[config.mk]
export PLATFORM = sky130hd
export DESIGN_NAME = divider_sequencer
export DESIGN_NICKNAME = d
export VERILOG_FILES = /design/src/rtl/divider_sequencer.sv
export SDC_FILE = /design/constraint.sdc
export NUM_CORES = 1
export LEC_CHECK = 0
export CAP_MARGIN = 0
export CORE_AREA = 2 2 39 41
export DETAILED_ROUTE_END_ITERATION = 6
export DIE_AREA = 0 0 41 43
export MAX_ROUTING_LAYER = met4
export PLACE_DENSITY_LB_ADDON = 0.15
export SLEW_MARGIN = 20
export SYNTH_ARGS = -nofsm -noshare
export SYNTH_HDL_FRONTEND = slang
export SYNTH_SLANG_ARGS = --single-unit
[constraint.sdc]
create_clock -name Clock -period 2.26 [get_ports Clock]
set_input_delay 0.565 -clock Clock [delete_from_list [all_inputs] [get_ports Clock]]
set_output_delay 0.565 -clock Clock [all_outputs]
set_load 0.01 [all_outputs]
[src/rtl/divider_sequencer.sv]
// Control sequencer for a WIDTH-slice restoring divider array.
// It runs load, WIDTH shift/subtract pairs and result capture, and flags divide-by-zero.
module divider_sequencer #(
   parameter int WIDTH = 8
) (
   input  logic Clock,
   input  logic nReset,
   input  logic Start,
   input  logic Abort,
   input  logic nBorrowOut,
   input  logic DivisorZero,
   output logic EnableOp1,
   output logic EnableOp2,
   output logic LoadA,
   output logic LoadB,
   output logic LoadM,
   output logic EnableSub,
   output logic EnableZero,
   output logic Increment,
   output logic LoadResult,
   output logic nBorrowIn,
   output logic Busy,
   output logic Done,
   output logic DivZero
);

   localparam int CW = $clog2(WIDTH + 1);

   typedef enum logic [2:0] {
      IDLE   = 3'd0,
      LOAD   = 3'd1,
      SHIFT  = 3'd2,
      SUB    = 3'd3,
      RESULT = 3'd4,
      DONE   = 3'd5
   } state_t;

   state_t        state;
   logic [CW-1:0] count;

   always_ff @(posedge Clock or negedge nReset) begin
      if (!nReset) begin
         state   <= IDLE;
         count   <= '0;
         DivZero <= 1'b0;
      end else if (Abort && state != IDLE) begin
         state <= IDLE;
      end else begin
         case (state)
            IDLE: begin
               // Abort in IDLE only suppresses a simultaneous Start
               if (Start && !Abort) begin
                  state   <= LOAD;
                  DivZero <= 1'b0;
               end
            end
            LOAD: begin
               count <= '0;
               if (DivisorZero) begin
                  state   <= DONE;
                  DivZero <= 1'b1;
               end else begin
                  state <= SHIFT;
               end
            end
            SHIFT: state <= SUB;
            SUB: begin
               count <= count + CW'(1);
               if (count == CW'(WIDTH - 1)) state <= RESULT;
               else                         state <= SHIFT;
            end
            RESULT:  state <= DONE;
            DONE:    state <= IDLE;
            default: state <= IDLE;
         endcase
      end
   end

   // Moore decode; only LoadA/Increment in SUB follow the live borrow
   assign EnableOp1  = (state == LOAD);
   assign EnableOp2  = (state == LOAD);
   assign LoadM      = (state == LOAD);
   assign EnableZero = (state == LOAD);
   assign LoadB      = (state == LOAD) || (state == SHIFT);
   assign LoadA      = (state == LOAD) || (state == SHIFT) || ((state == SUB) && nBorrowOut);
   assign EnableSub  = (state == SUB);
   assign Increment  = (state == SUB) && nBorrowOut;
   assign LoadResult = (state == RESULT);
   assign Done       = (state == DONE);
   assign Busy       = (state != IDLE);
   assign nBorrowIn  = 1'b1;

endmodule

-- Word level (Yosys, flattened, before mapping)
Cells that the tools add are included.
W data, S select, Z words.
- input port bits: 6
- output and inout port bits: 13
- logic and storage cells: 35
- flip-flop bits (word level): 8
- bitwise logic cells: 1
- multiplexer cells: 9
- add/sub/neg operators: 1
- reduce and logical (&&, ||, !) cells: 12
- equality and inequality tests: 9
- operators with widths (cell ; number):
    $pmux W3 S5 ; 1
    $mux W3 ; 4
    $pmux W4 S2 ; 1
    $eq A3 B2 Y1 const B ; 2
    $eq A3 B3 Y1 const B ; 2
    $add A4 B1 Y4 const B ; 1
    $eq A4 B3 Y1 const B ; 1
    $ne A2 B2 Y1 const B ; 2
    $reduce_and A4 Y1 ; 1
    $reduce_bool A2 Y1 ; 2
    $eq A3 B1 Y1 const B ; 1
    $logic_and A1 B1 Y1 ; 3
    $logic_not A3 Y1 ; 1
    $ne A3 B3 Y1 const B ; 1
    $reduce_bool A3 Y1 ; 1
    $logic_or A1 B1 Y1 ; 2
    $mux W1 ; 2
    $pmux W1 S2 ; 1
    $reduce_and A2 Y1 ; 1
    $logic_not A1 Y1 ; 1
    $not A1 Y1 ; 1

-- Logic depth before layout (Yosys ltp)
- word-level depth: 5
- gate-level depth with buffers: 4

-- Worst setup path before layout
OpenSTA, ideal clock, no wires.
- kind: register to output
- start: register state[1]
- end: output EnableOp2
- arrival: 1.243 ns
- path buffers: 2
- slack: 0.452 ns
- stages on the path, launching flop included: 4
- data required time: 1.695 ns
- path through: dfrtp_1 buf_2 nor3_1 buf_4
- longest elaborated chain between the ends: 1
- RTL lines (what ; line ; RTL):
    start: declaration ; 38 ; state_t state;
    start signal: assignment ; 43 ; state <= IDLE;
    start signal: assignment ; 47 ; state <= IDLE;
    start signal: assignment ; 53 ; state <= LOAD;
    $eq A3 B1 Y1 ; -- ;
    end: declaration ; 13 ; output logic EnableOp2,
No other way between the ends.

-- Worst setup path after layout
- start: register state[0]
- end: output Busy
- longest elaborated chain between the ends: 1
- RTL lines (what ; line ; RTL):
    $reduce_bool A3 Y1 ; 90 ; assign Busy = (state != IDLE);
    end: declaration ; 22 ; output logic Busy,
No other way between the ends.

==> impl_metrics.ini <==
[synth]
seq_area_frac_synth_pct = 39.1
synth-xor-area-share_pct = 1.71
ys_ff_latch = 8
syn_area_per_cell_um2 = 8.25
synth_top_family_by_area = simple AND/OR/NAND/NOR gates
yosys.cell_types.count = 28
synth-simple-area-share_pct = 29.8
ys_async_sr_fraction_pct = 100
synth_cells = 62
synth_mux_area_share_pct = 0
synth-compound-area-share_pct = 14.4
syn_area_um2 = 512
synth_fp_nets = 69
yosys_warnings = 0
synth_edf_count = 0
yosys_most_used_dff = dfrtp_1
synth_fa_ha_area_share_pct = 2.44

[global_routing]
gr-usage-all-layers_pct = 16.4
grt_max_degree = 13
grt-ovfl-total = 0
first_global_vias = 421
antenna_found_initial = 0
grt_pass1_wl_um = 1810

[finish]
final_cells = 94
diodes = 0
final_area_um2 = 727
final_core_util_pct = 52.5
final_nets = 87
layout_commonest_cell = clkdlybuf4s50_1
final_cell_mix = 14 x clkdlybuf4s50_1, 7 x nand2_1, 5 x dfrtp_1
drive_gt1_share_pct = 16.7
syn_to_final_growth_pct = 42.1
fillCellCount = 152

[clocking]
cts_max_level = 1
ctsHoldBuffers = 0
tritoncts = done
cts_buffer_depth = 2
clkTransAtPathRegs_ns = 0.05
root_buffer = clkbuf_4
clk_latency_ns = 0.25
clock-sinks = 8
numCtsBuffers = 3

[critical_path]
cp-start-kind = register
critical_path.startpoint = state[0]$_DFFE_PN0P_
reg2reg_depth = 4
crit_path_max_fanout = 6
crit_type = reg2out
endpoint_kind = output pin
r2r_end = state[1]$_DFFE_PN0P_
critPathRequiredTime_ns = 1.69
arrival_ns = 1.61
r2r_start = state[1]$_DFFE_PN0P_
r2r_slack_ns = 0.78

[worst_hold_path]
min_path_type = reg2reg
hp-start = count[3]$_DFFE_PN0P_
hold_end = count[3]$_DFFE_PN0P_
worstHoldPathCells = 1

[die]
floorplan.initialDensity_pct = 37.0
coreArea_mm2 = 0.00138
die_w_um = 41
die_h_um = 43
io_pins = 19
die_area_mm2 = 0.00176
row_count = 14

[pwr]
p_sw_mw = 0.120
power_density_mw_per_mm2 = 564
p_int_mw = 0.290
power_leakage_nw = 0.340
p_comb_share_pct = 32.6
switching_share_pct = 29.2
ir_worst_vdd_mv = 0.368
power_frac_seq_pct = 41.6
pwr-share-clk_pct = 25.8

[timing]
setup-tns-final_ns = 0
period_minus_slack_ns = 2.17
finalSetupViolations = 0
timing.final.ws_setup_ns = 0.0888
max_freq_ghz = 0.461
period_share_pct = 96.1
hold_viol = 0
drv_slew = 0
finalClockSkew_ns = 0.000665
rsz0062_at_grt = no

[route]
vias_per_cell = 4.93
wl_per_cell_um = 11.3
first_iter_violations = 2
drt-pass1-iter-count = 2
via_count = 463
drc = 0
ant_nets = 0
wirelength_um = 1070

[place]
placed_area_um2 = 676
dp_hpwl_um = 847
gp_congestion = 0.728
port-buffer-count = 17
place_inst = 90
pre_cts_ws_ns = 0.0153

[outcome]
run_status = finished clean

[flow_run]
maxCapViolCount = 0
[cell usage after synthesis (3+ instances only)]
master	number	area (um^2)
or3_1	4	25.0
buf_4	4	30.0
nor2_1	3	11.3
dfrtp_1	8	200
nand2_1	7	26.3
buf_2	3	15.0
a21oi_1	4	20.0
o21ai_1	3	15.0
[worst max-delay path by stage]
stage                      to  slack [ns]  cells after the start
floorplan           EnableOp2        0.45                      3
global placement    Increment        0.03                      3
detailed placement  Increment        0.02                      3
CTS                 Increment        0.01                      3
global route             Busy        0.01                      3
finish                   Busy        0.09                      3
[timing repair]
action	4_1_cts	5_1_grt
gates resized for setup	3	6
setup endpoints to repair	6	7
setup buffers	1	0
pin swaps	1	0
[power groups by stage]
stage	registers, mW	clock network, mW	logic, mW
after floorplan	0.164	0	0.0770
after global placement	0.172	0	0.130
after detailed placement	0.172	0	0.131
after CTS	0.169	0.112	0.135
after global routing	0.173	0.125	0.148
final	0.170	0.106	0.133
[sequential cells by signal, summed over array words and instances, names as in the netlist]
name / flops
DivZero: 1
count: 4
state: 3
[critical path, cell delays in order, from the launching register on]
cell and delay, ns:
dfrtp_2 0.43, buf_4 0.15, or3_1 0.30, clkdlybuf4s50_1 0.48
[through the flow]
step | total power, mW | hold WS, ns
after global routing | 0.446 | 0.532
after CTS | 0.416 | 0.499
after detailed placement | 0.303 | 0.492
after floorplan | 0.241 | 0.269
final | 0.410 | 0.497
after global placement | 0.301 | 0.493
[final cells by class]
type,instances,area [um^2],share of cell area (%)
flip-flops and latches,8,204,28.1
inverters,3,11.3,1.55
clock buffers,3,22.5,3.10
well taps,16,20.0,2.75
repair buffers,21,204,28.1
multi-input cells,43,265,36.5
[cell families after synthesis]
group,count (synthesis)
XOR/XNOR,1
AO/OA/AOI/OAI,12
flip-flops,8
buffers and inverters,11
adder cells (fa/ha/maj),1
other,1
AND/OR/NAND/NOR,28
[routing by layer]
| metal | up-vias | part of all wire [%] | track usage, % |
|---|---|---|---|
| met1 | 205 | 46 | 18.5 |
| met3 | 2 | 5.5 | 4.71 |
| met4 | 0 | 0.85 | 12.0 |
| met5 | - | 0 | - |
| met2 | 14 | 47 | 23.4 |
| li1 | 242 | - | - |
No activity file was read; power rests on OpenSTA's default activity.
